===== src/rtl/ecc_apb_master.sv =====
// ecc_apb_master: APB initiator that programs one ecc_enc_dec operation per command and
// returns its result. Define ECC_MST_READBACK_EN to add a register readback check after done.
module ecc_apb_master #(
  parameter int                         AMBA_ADDR_WIDTH = 20,
  parameter int                         AMBA_WORD       = 32,
  parameter int                         DATA_WIDTH      = 32,
  parameter logic [AMBA_ADDR_WIDTH-1:0] BASE_ADDR       = '0,
  parameter int                         TIMEOUT_CYCLES  = 64
) (
  input  logic                       clk,
  input  logic                       rst,
  input  logic                       cmd_valid,
  output logic                       cmd_ready,
  input  logic [1:0]                 cmd_op,
  input  logic [1:0]                 cmd_width,
  input  logic [31:0]                cmd_data,
  input  logic [31:0]                cmd_noise,
  output logic [AMBA_ADDR_WIDTH-1:0] PADDR,
  output logic [AMBA_WORD-1:0]       PWDATA,
  output logic                       PSEL,
  output logic                       PENABLE,
  output logic                       PWRITE,
  input  logic [AMBA_WORD-1:0]       PRDATA,
  input  logic                       operation_done,
  input  logic [DATA_WIDTH-1:0]      data_out,
  input  logic [1:0]                 num_of_errors,
  output logic                       rsp_valid,
  input  logic                       rsp_ready,
  output logic [DATA_WIDTH-1:0]      rsp_data,
  output logic [1:0]                 rsp_num_of_errors,
  output logic                       rsp_timeout,
  output logic                       rsp_rb_err
);

  localparam logic [1:0]  REG_CTRL  = 2'b00;
  localparam logic [1:0]  REG_DATA  = 2'b01;
  localparam logic [1:0]  REG_WIDTH = 2'b10;
  localparam logic [1:0]  REG_NOISE = 2'b11;
  localparam logic [15:0] TERMINAL  = 16'(TIMEOUT_CYCLES - 1);

  typedef enum logic [2:0] {
    IDLE      = 3'd0,
    SETUP     = 3'd1,
    ACCESS    = 3'd2,
    WAIT_DONE = 3'd3,
`ifdef ECC_MST_READBACK_EN
    RD_SETUP  = 3'd5,
    RD_ACCESS = 3'd6,
`endif
    RESP      = 3'd4
  } state_e;

  state_e      state_q;
  logic [1:0]  cmdOp_q;
  logic [1:0]  cmdWidth_q;
  logic [31:0] cmdData_q;
  logic [31:0] cmdNoise_q;
  logic [1:0]  regIdx_q;
  logic [15:0] waitCnt_q;
  logic [1:0]  nextReg;

  function automatic logic [AMBA_ADDR_WIDTH-1:0] regAddr(input logic [1:0] r);
    return BASE_ADDR | AMBA_ADDR_WIDTH'({r, 2'b00});
  endfunction

  function automatic logic [AMBA_WORD-1:0] regValue(input logic [1:0] r);
    case (r)
      REG_CTRL:  regValue = AMBA_WORD'(cmdOp_q);
      REG_DATA:  regValue = AMBA_WORD'(cmdData_q);
      REG_WIDTH: regValue = AMBA_WORD'(cmdWidth_q);
      default:   regValue = AMBA_WORD'(cmdNoise_q);
    endcase
  endfunction

  // Write order is WIDTH, NOISE (full-channel ops only), DATA, then CTRL which starts the engine.
  always_comb begin
    nextReg = REG_CTRL;
    case (regIdx_q)
      REG_WIDTH: nextReg = cmdOp_q[1] ? REG_NOISE : REG_DATA;
      REG_NOISE: nextReg = REG_DATA;
      default:   nextReg = REG_CTRL;
    endcase
  end

`ifdef ECC_MST_READBACK_EN
  logic rbErr_q;
  logic rbMismatch;
  assign rbMismatch = (PRDATA != regValue(regIdx_q)) && ((regIdx_q != REG_NOISE) || cmdOp_q[1]);
  assign rsp_rb_err = rbErr_q;
`else
  logic unusedPrdata;
  assign unusedPrdata = ^PRDATA;
  assign rsp_rb_err   = 1'b0;
`endif

  always_ff @(posedge clk) begin
    if (rst) begin
      state_q           <= IDLE;
      cmdOp_q           <= '0;
      cmdWidth_q        <= '0;
      cmdData_q         <= '0;
      cmdNoise_q        <= '0;
      regIdx_q          <= '0;
      waitCnt_q         <= '0;
      cmd_ready         <= 1'b0;
      PADDR             <= '0;
      PWDATA            <= '0;
      PSEL              <= 1'b0;
      PENABLE           <= 1'b0;
      PWRITE            <= 1'b0;
      rsp_valid         <= 1'b0;
      rsp_data          <= '0;
      rsp_num_of_errors <= '0;
      rsp_timeout       <= 1'b0;
`ifdef ECC_MST_READBACK_EN
      rbErr_q           <= 1'b0;
`endif
    end else begin
      case (state_q)
        IDLE: begin
          if (cmd_valid && cmd_ready) begin
            cmdOp_q     <= cmd_op;
            cmdWidth_q  <= cmd_width;
            cmdData_q   <= cmd_data;
            cmdNoise_q  <= cmd_noise;
            regIdx_q    <= REG_WIDTH;
            cmd_ready   <= 1'b0;
            PADDR       <= regAddr(REG_WIDTH);
            PWDATA      <= AMBA_WORD'(cmd_width);
            PSEL        <= 1'b1;
            PENABLE     <= 1'b0;
            PWRITE      <= 1'b1;
            rsp_timeout <= 1'b0;
`ifdef ECC_MST_READBACK_EN
            rbErr_q     <= 1'b0;
`endif
            state_q     <= SETUP;
          end else begin
            cmd_ready <= 1'b1;
          end
        end
        SETUP: begin
          PENABLE <= 1'b1;
          state_q <= ACCESS;
        end
        ACCESS: begin
          if (regIdx_q == REG_CTRL) begin
            PSEL      <= 1'b0;
            PENABLE   <= 1'b0;
            PWRITE    <= 1'b0;
            waitCnt_q <= '0;
            state_q   <= WAIT_DONE;
          end else begin
            regIdx_q <= nextReg;
            PADDR    <= regAddr(nextReg);
            PWDATA   <= regValue(nextReg);
            PENABLE  <= 1'b0;
            state_q  <= SETUP;
          end
        end
        WAIT_DONE: begin
          // A done arriving on the terminal count still counts as success.
          if (operation_done) begin
            rsp_data          <= data_out;
            rsp_num_of_errors <= num_of_errors;
`ifdef ECC_MST_READBACK_EN
            regIdx_q          <= REG_CTRL;
            PADDR             <= regAddr(REG_CTRL);
            PSEL              <= 1'b1;
            PENABLE           <= 1'b0;
            PWRITE            <= 1'b0;
            state_q           <= RD_SETUP;
`else
            rsp_valid         <= 1'b1;
            state_q           <= RESP;
`endif
          end else if (waitCnt_q == TERMINAL) begin
            rsp_data          <= '0;
            rsp_num_of_errors <= '0;
            rsp_timeout       <= 1'b1;
            rsp_valid         <= 1'b1;
            state_q           <= RESP;
          end else begin
            waitCnt_q <= waitCnt_q + 16'd1;
          end
        end
`ifdef ECC_MST_READBACK_EN
        RD_SETUP: begin
          PENABLE <= 1'b1;
          state_q <= RD_ACCESS;
        end
        RD_ACCESS: begin
          rbErr_q <= rbErr_q | rbMismatch;
          PENABLE <= 1'b0;
          if (regIdx_q == REG_NOISE) begin
            PSEL      <= 1'b0;
            rsp_valid <= 1'b1;
            state_q   <= RESP;
          end else begin
            regIdx_q <= regIdx_q + 2'd1;
            PADDR    <= regAddr(regIdx_q + 2'd1);
            state_q  <= RD_SETUP;
          end
        end
`endif
        RESP: begin
          if (rsp_ready) begin
            rsp_valid <= 1'b0;
            cmd_ready <= 1'b1;
            state_q   <= IDLE;
          end
        end
        default: state_q <= IDLE;
      endcase
    end
  end

endmodule


===== config.mk =====
export PLATFORM = sky130hd
export DESIGN_NAME = ecc_apb_master
export DESIGN_NICKNAME = d
export VERILOG_FILES = /design/src/rtl/ecc_apb_master.sv
export SDC_FILE = /design/constraint.sdc
export NUM_CORES = 1
export LEC_CHECK = 0
export BUFFER_PORTS_ARGS = -buffer_cell sky130_fd_sc_hd__buf_2
export CORE_MARGIN = 5
export CORE_UTILIZATION = 49
export DETAILED_ROUTE_END_ITERATION = 16
export PLACE_DENSITY = 0.8
export SYNTH_ARGS = -nofsm -noshare
export SYNTH_HDL_FRONTEND = slang
export SYNTH_SLANG_ARGS = --single-unit

===== constraint.sdc =====
create_clock -name clk -period 2.3 [get_ports clk]
set_input_delay 0.46 -clock clk [delete_from_list [all_inputs] [get_ports clk]]
set_output_delay 0.46 -clock clk [all_outputs]
set_load 0.05 [all_outputs]

==> results of run 1 <==
[cell type report]
| type | instances | area, sq um | share of cell area |
|---|---|---|---|
| clock buffers | 19 | 433 | 0.0551 |
| multi-input cells | 512 | 2790 | 0.355 |
| inverters | 4 | 15.0 | 0.00191 |
| clock inverters | 10 | 118 | 0.0150 |
| well taps | 172 | 215 | 0.0274 |
| flip-flops and latches | 158 | 3160 | 0.403 |
| repair buffers | 204 | 1120 | 0.143 |
[where the power goes]
group	switching (W)	internal (W)	leakage, nW
clock	0.00107	0.00158	0.257
combinational	0.000420	0.000209	1.79
sequential	0.0000505	0.00283	1.28
total	0.00154	0.00461	3.33
[metrics by stage]
stage	cells	cell area (sq um)	power (W)
after floorplan	747	6300	0.00338
after global routing	1079	7850	0.00640
after CTS	1079	7850	0.00622
final	1079	7850	0.00616
after global placement	1050	7300	0.00356
after detailed placement	1050	7300	0.00357
[per-layer routing]
metal	GRT usage	part of all wire	vias to the layer above
li1	-	-	2832
met4	0.0665	0.011	8
met5	0	0.0026	-
met1	0.256	0.42	2588
met3	0.0853	0.097	20
met2	0.325	0.47	173
[state kept, by name, summed over array words and instances (netlist names)]
name	flops
PWDATA	32
cmdData_q	32
cmdNoise_q	32
rsp_data	32
waitCnt_q	16
state_q	3
PADDR	2
cmdOp_q	2
rsp_num_of_errors	2
PENABLE	1
PWRITE	1
cmd_ready	1
rsp_timeout	1
rsp_valid	1
[placed cells by master (no fill, tap or decap), drive strengths merged, types with 2 or more instances in the layout]
master and n:
buf 204, nand2 179, dfxtp 158, a21oi 116
o21ai 45, mux2i 32, o2bb2ai 30, conb 19
clkbuf 19, nor2 12, or3 10, or4 10
nand3 7, nand2b 6, o31ai 5, inv 5
clkinvlp 4, nand4 3, o211ai 3, nor4 3
nor3 3, clkinv 3, nor4b 2, nand3b 2
o21a 2, a21o 2, a211oi 2, a311oi 2
bufinv 2
[cells by family after synthesis]
logic type | count (synthesis) | share of synthesized area
xor+xnor | 1 | 0.00141
simple gates | 246 | 0.179
flops | 158 | 0.508
fa+ha+maj | 1 | 0.00201
mux | 32 | 0.0514
buf+inv | 77 | 0.0587
other cells | 1 | 0.000602
compound gates | 213 | 0.199
[path summary, 6_finish.rpt]
path / depth (start not counted) / to / slack [ns] / from
hold reg to reg: 2 / cmdData_q[22] / 0.45 / cmdData_q[22]
hold / removal: 3 / cmdNoise_q[7] / 0.27 / cmd_noise[7]
setup / recovery: 6 / rsp_data[15] / 0.16 / waitCnt_q[0]
setup reg to reg: 6 / rsp_data[15] / 0.16 / waitCnt_q[0]
[critical path: cells and delay by family, from the launching register on]
family | cells | cell delay, ns
flip-flops | 1 | 0.38
AND/OR/NAND/NOR | 1 | 0.54
AO/OA/AOI/OAI | 3 | 0.63
buffers and inverters | 1 | 0.23
adder cells (fa/ha/maj) | 1 | 0.23
[repair_timing]
| item | in CTS | in global routing |
|---|---|---|
| setup buffers | 0 | 0 |
| gates resized for setup | 0 | 2 |
| endpoints found under the setup margin | 0 | 3 |
==> results.cfg, run 1 <==
[clock_network]
clk_pin_slew_ns = 0.06
cts_tree = done
cts_hold_buf = 0
numCtsBuffers = 17
cts.path.max_buffers = 2
clk_latency_ns = 0.42
cts.sinks = 158
cts_max_level = 4
cts_root_buffer = clkbuf_16

[placed_design]
gp_congestion = 0.793
io_buffers = 180
hpwl_um = 10600
dp_slack_ns = 0.157

[floorplan]
core_area_sq_mm = 0.0125
die-area_sq_mm = 0.0151
chipWidth_um = 123
ioPinCount = 232
row_count = 41
die_h_um = 123
start_util = 0.498

[logic_synthesis]
ys_seq_elements = 158
yosysTopAreaCell = dfxtp_1
synthTopCellsByCount = nand2_1, dfxtp_1, a21oi_1, clkbuf_1, o21ai_0
avgSynthCellArea_sq_um = 8.54
ys_seq_area_frac = 0.508
ys.flop_type = dfxtp_1
synth_edf_count = 0
yosysTopAreaCellShare = 0.508
synthDistinctLibCells = 48
async_reset_ff_frac = 0
synthCells = 729
synthMostInstantiatedCell = nand2_1
synth_top_cells_by_area = dfxtp_1, nand2_1, a21oi_1
yosys_warnings = 0
syn_area_sq_mm = 0.00623

[cells_and_area]
finalNetCount = 1037
fillers = 1127
n_antenna_cell = 0
areaGrowthSynthToFinish_pct = 26.0
drive_above_1_share = 0.268
utilization = 0.627

[route]
routed_wl_um = 15900
drtPass1Iterations = 5
num_vias = 5621
drc = 0
routedWlPerCell_um = 14.8
drtIter0Drc = 266
vias_per_cell = 5.21
ant_nets = 0

[timing]
setup_violations = 0
skew_ns = 0.00649
hold_viol = 0
tightest_slew_ns = 0.557
layout_setup_ws_ns = 0.158
maxSlewHeadroom = 0.629
period_needed_ns = 2.14
grt_setup_unrepaired = false
fmax_ghz = 0.467
drv_slew = 0
setup_tns_ns = 0
fin_hold_ws_ns = 0.274
finalCritPeriodShare = 0.931

[power]
p_leak_nw = 3.33
irDropWorstVdd_v = 0.000531
p_per_area_mw_per_mm2 = 784

[global_routing]
grt_antenna_before_repair = 4
grt_pass1_vias = 5208
grt_usage = 0.206
grt_max_degree = 71
grt_overflow = 0
grt_pass1_wl_um = 24800

[critical_path]
crit_required_ns = 2.59
critPathArrivalTime_ns = 2.43
crit_fanout = 26
slowest_stage = or4bb_1
cp-start-kind = flop
max_stage_delay_ns = 0.54
criticalPathCategory = flop to flop
critPathCaptureType = flop
cp_cell_sequence = ha_2 -> or4bb_1 -> o41a_1 -> buf_4 -> o21ai_0 -> a21oi_1

[hold_path]
holdCritPathClass = primary input to flop

[run]
drv_cap = 0

[outcome]
status = finished, final reports clean
No activity file was read; power rests on OpenSTA's default activity.
==> run 2, diff against run 1 <==
--- a/config.mk
+++ b/config.mk
@@ -7,9 +7,10 @@
 export LEC_CHECK = 0
 export BUFFER_PORTS_ARGS = -buffer_cell sky130_fd_sc_hd__buf_2
 export CORE_MARGIN = 5
-export CORE_UTILIZATION = 49
+export CORE_UTILIZATION = 55
+export CTS_BUF_LIST = sky130_fd_sc_hd__clkbuf_4 sky130_fd_sc_hd__clkbuf_8
 export DETAILED_ROUTE_END_ITERATION = 16
-export PLACE_DENSITY = 0.8
+export PLACE_DENSITY = 0.88
 export SYNTH_ARGS = -nofsm -noshare
 export SYNTH_HDL_FRONTEND = slang
 export SYNTH_SLANG_ARGS = --single-unit
==> constraint.sdc (replaced) <==
create_clock -name clk -period 2.6 [get_ports clk]
set_input_delay 0.52 -clock clk [delete_from_list [all_inputs] [get_ports clk]]
set_output_delay 0.52 -clock clk [all_outputs]
set_load 0.05 [all_outputs]
==> run 2 against run 1 <==
Net effect:
- sequential share of layout area grew 1.8 points
- via count grew 0.16%
- setup slack better by 0.097 ns
- power shrank 24%
- global-route usage up 2.1 points
- clock power fell by 42%
- critical path depth is the same
==> results.cfg, run 2 (same netlist as run 1, synthesis figures left out) <==
[outcome]
status = finished, final reports clean

[timing]
period_needed_ns = 2.34
finalCritPeriodShare = 0.902
hold_viol = 0
skew_ns = 0.0112
setup_violations = 0
maxSlewHeadroom = 0.589
fmax_ghz = 0.426
layout_setup_ws_ns = 0.255
grt_setup_unrepaired = false
tightest_slew_ns = 0.617
setup_tns_ns = 0
drv_slew = 0

[cells_and_area]
finish.instance_area_sq_mm = 0.00752
finalNetCount = 1027
n_antenna_cell = 0
areaGrowthSynthToFinish_pct = 20.7
drive_above_1_share = 0.263
final_cell_mix = nand2_1, buf_2, dfxtp_1

[hold_path]
holdCritPathClass = primary input to flop

[route]
routedWlPerCell_um = 14.9
drt-met1-wl_um = 6620
wl_met2_um = 7460
ant_nets = 0
routed_wl_um = 15500
drtIter0Drc = 322
highest_layer = met5
drc = 0
num_vias = 5630
drtPass1Iterations = 5
met3_length_um = 1300
vias_per_cell = 5.41

[clock_network]
cts_max_level = 4
cts.path.max_buffers = 2
cts_tree = done
cts_root_buffer = clkbuf_8
cts_hold_buf = 0
ctsResizeCount = 0
numCtsBuffers = 17
cts.sinks = 158
clk_pin_slew_ns = 0.09
clk_latency_ns = 0.44
cts_setup_buffers = 0

[global_routing]
grt_antenna_before_repair = 2
grt_max_degree = 69
grt_overflow = 0
grt_pass1_wl_um = 24700
grt_pass1_vias = 5189
grt_usage = 0.227

[critical_path]
critPathCaptureType = flop
criticalPathCategory = flop to flop
crit_start = waitCnt_q[0]
rrSetupSlack_ns = 0.26
reg2reg_depth = 6
rr_endpoint = rsp_data[0]
crit_required_ns = 2.90
critPathArrivalTime_ns = 2.64
cp-start-kind = flop
r2r_start = waitCnt_q[0]
crit_fanout = 27
setup.worst_path.end = rsp_data[0]

[power]
irDropWorstVdd_v = 0.000461
p_per_area_mw_per_mm2 = 619
power_w = 0.00465
p_leak_nw = 3.19

[floorplan]
die-area_sq_mm = 0.0136
die_h_um = 116
core_area_sq_mm = 0.0110
start_util = 0.567
ioPinCount = 232
chipWidth_um = 116
row_count = 38

[run]
drv_cap = 0

[placed_design]
io_buffers = 180
dp_slack_ns = 0.232
hpwl_um = 10700
gp_congestion = 0.782
dpl_cell_area_sq_mm = 0.00718
## run 2: power by group
group          internal, W  total, W  switching, W
logic             0.000184  0.000556      0.000373
registers          0.00250   0.00254     0.0000470
clock network     0.000691   0.00155      0.000861
## run 2: metrics by stage
stage	instances	util	hold WS [ns]
finish	1040	0.684	0.309
global route	1040	0.684	0.282
CTS	1040	0.684	0.285
global placement	1008	0.654	0.440
floorplan	747	-	0.433
detailed placement	1008	0.654	0.443
## run 2: layer usage
metal,GRT usage,vias to the layer above
met5,0,-
met2,0.373,183
met3,0.0694,13
met4,0.0650,4
li1,-,2802
met1,0.289,2628
## run 2: layout make-up
type | instances | area [sq um]
fillers | 911 | 3470
multi-input cells | 512 | 2780
flip-flops and latches | 158 | 3160
inverters | 4 | 15.0
clock inverters | 12 | 72.6
well taps | 140 | 175
repair buffers | 194 | 1050
clock buffers | 20 | 263
## run 2: how the worst min path moves through the flow
| stage | from | to | slack [ns] | depth (start not counted) |
|---|---|---|---|---|
| after CTS | cmd_noise[8] | cmdNoise_q[8] | 0.29 | 3 |
| after floorplan | cmdOp_q[0] | cmdOp_q[0] | 0.43 | 2 |
| after detailed placement | PWDATA[28] | PWDATA[28] | 0.44 | 1 |
| after global routing | cmd_data[3] | cmdData_q[3] | 0.28 | 3 |
| after global placement | PWDATA[28] | PWDATA[28] | 0.44 | 1 |
| final | cmd_data[3] | cmdData_q[3] | 0.31 | 3 |
## run 2: worst max-delay path, stage by stage, from the launching register on
cell	delay, ns
dfxtp_1	0.39
ha_1	0.23
or4bb_1	0.58
o41a_1	0.51
buf_12	0.23
o21ai_0	0.17
a21oi_1	0.09
==> run 3, diff against run 2 <==
--- a/config.mk
+++ b/config.mk
@@ -6,6 +6,7 @@
 export NUM_CORES = 1
 export LEC_CHECK = 0
 export BUFFER_PORTS_ARGS = -buffer_cell sky130_fd_sc_hd__buf_2
+export CORE_ASPECT_RATIO = 1.5
 export CORE_MARGIN = 5
 export CORE_UTILIZATION = 55
 export CTS_BUF_LIST = sky130_fd_sc_hd__clkbuf_4 sky130_fd_sc_hd__clkbuf_8
==> run 3 against run 2 <==
Net effect:
- via count is 2.1% higher
- flip-flop and latch count stayed put
- global-route usage increased by 0.087 points
- final cell count grew 1.5%
- core utilization grew 0.67 points
- sequential share of layout area is 0.68 points lower
- count of clock-buffer cells in the layout fell by 2
- die area increased by 0.33%
- non-clock buffer count up 7
- critical path depth unchanged
- sequential power hardly changed
- clock power up 19%
- highest routed layer is now met4
==> results.cfg, run 3 (same netlist as run 1, synthesis figures left out) <==
[cells_and_area]
finish.instance_area_sq_mm = 0.00764
multi_input_area_sq_mm = 0.00278
final_cell_mix = nand2_1, buf_2, dfxtp_1
seq_area_sq_mm = 0.00316
finalNetCount = 1034
fillers = 926
drive_above_1_share = 0.269
areaGrowthSynthToFinish_pct = 22.7
fin_cells = 1056

[global_routing]
grt_antenna_before_repair = 2
grt_pass1_wl_um = 25900
grt_overflow = 0
grt_max_degree = 68
grt_pass1_vias = 5521
grt_usage = 0.228

[power]
p_per_area_mw_per_mm2 = 646
irDropWorstVdd_v = 0.000463
p_leak_nw = 3.25

[timing]
drv_slew = 0
skew_ns = 0.0109
hold_viol = 0
grt_setup_unrepaired = false
fmax_ghz = 0.450
tightest_slew_ns = 0.520
maxSlewHeadroom = 0.653
period_needed_ns = 2.22
finalCritPeriodShare = 0.855
setup_tns_ns = 0
setup_violations = 0

[critical_path]
crit_required_ns = 2.91
critPathCaptureType = flop
reg2reg_depth = 6
crit_cells = 6
path_buf_inv = 1
slowest_stage = or4bb_1
crit_fanout = 26
critPathArrivalTime_ns = 2.54
cp-start-kind = flop
criticalPathCategory = flop to flop
max_stage_delay_ns = 0.59
rrSetupSlack_ns = 0.38
path_delay_family = compound AO/OA/AOI/OAI gates
cp_cell_sequence = ha_1 -> or4bb_1 -> o41a_1 -> buf_4 -> o21ai_0 -> a21oi_1

[route]
ant_nets = 0
num_vias = 5750
drtIter0Drc = 235
vias_per_cell = 5.45
drc = 0
drtPass1Iterations = 5
routed_wl_um = 15800
routedWlPerCell_um = 15.0

[clock_network]
cts_hold_buf = 0
numCtsBuffers = 17
cts_setup_buffers = 0
cts_max_level = 4
ctsResizeCount = 0
cts_tree = done
cts.sinks = 158
clk_latency_ns = 0.44
clk_pin_slew_ns = 0.09
cts_root_buffer = clkbuf_8
cts.path.max_buffers = 2

[placed_design]
hpwl_um = 10900
gp_congestion = 0.817
io_buffers = 180
place_inst = 1022
dpl_cell_area_sq_mm = 0.00723

[floorplan]
core_area_sq_mm = 0.0111
chipWidth_um = 96.9
ioPinCount = 232
start_util = 0.563
row_count = 47
die_h_um = 140
die-area_sq_mm = 0.0136

[hold_path]
hold_depth = 3
holdCritPathClass = primary input to flop

[outcome]
status = finished, final reports clean

[run]
drv_cap = 0
run 3: cell types whose count changed in the layout (fill, tap and decap cells not counted), sizes merged:
cell and change:
inv +5, buf +7, bufinv +2, diode +2, clkinv -5, clkbuf -2
run 3: per-layer routing:
| metal | GRT usage | vias up | routed length (um) |
|---|---|---|---|
| met5 | 0 | - | 0 |
| met4 | 0.111 | 0 | 532 |
| met3 | 0.0582 | 41 | 1020 |
| met2 | 0.398 | 211 | 8180 |
| met1 | 0.257 | 2676 | 6080 |
| li1 | - | 2822 | - |
run 3: area by class of cell:
cell class,instances,share of cell area
Antenna cell,2,0.000655
Clock buffer,18,0.0324
Clock inverter,14,0.0206
Inverter,4,0.00196
Multi-Input combinational cell,512,0.364
Sequential cell,158,0.414
Tap cell,147,0.0241
Timing Repair Buffer,201,0.142
run 3: per-stage QoR:
| stage | utilization | setup slack [ns] | hold slack, ns | power, W |
|---|---|---|---|---|
| floorplan | - | 0.457 | 0.433 | 0.00299 |
| global placement | 0.654 | 0.273 | 0.441 | 0.00314 |
| detailed placement | 0.654 | 0.255 | 0.442 | 0.00316 |
| CTS | 0.691 | 0.376 | 0.288 | 0.00497 |
| global route | 0.691 | 0.217 | 0.281 | 0.00514 |
| finish | 0.691 | 0.376 | 0.309 | 0.00494 |
run 3: worst min-delay path: cells and delay by family:
kind                   cells  cell delay (ns)
buffers and inverters      1             0.09
AOI/OAI and AO/OA          1             0.05
and+or+nand+nor            1             0.04
run 3: path summary, 6_finish.rpt:
path | start | end
worst min-delay path | cmd_data[14] | cmdData_q[14]
worst max-delay path | waitCnt_q[0] | rsp_data[26]
worst min register to register | cmdNoise_q[19] | cmdNoise_q[19]
worst max register to register | waitCnt_q[0] | rsp_data[26]
run 3: power breakdown:
part	switching (W)	internal [W]
Sequential	0.0000435	0.00250
Combinational	0.000373	0.000187
Clock	0.000942	0.000896
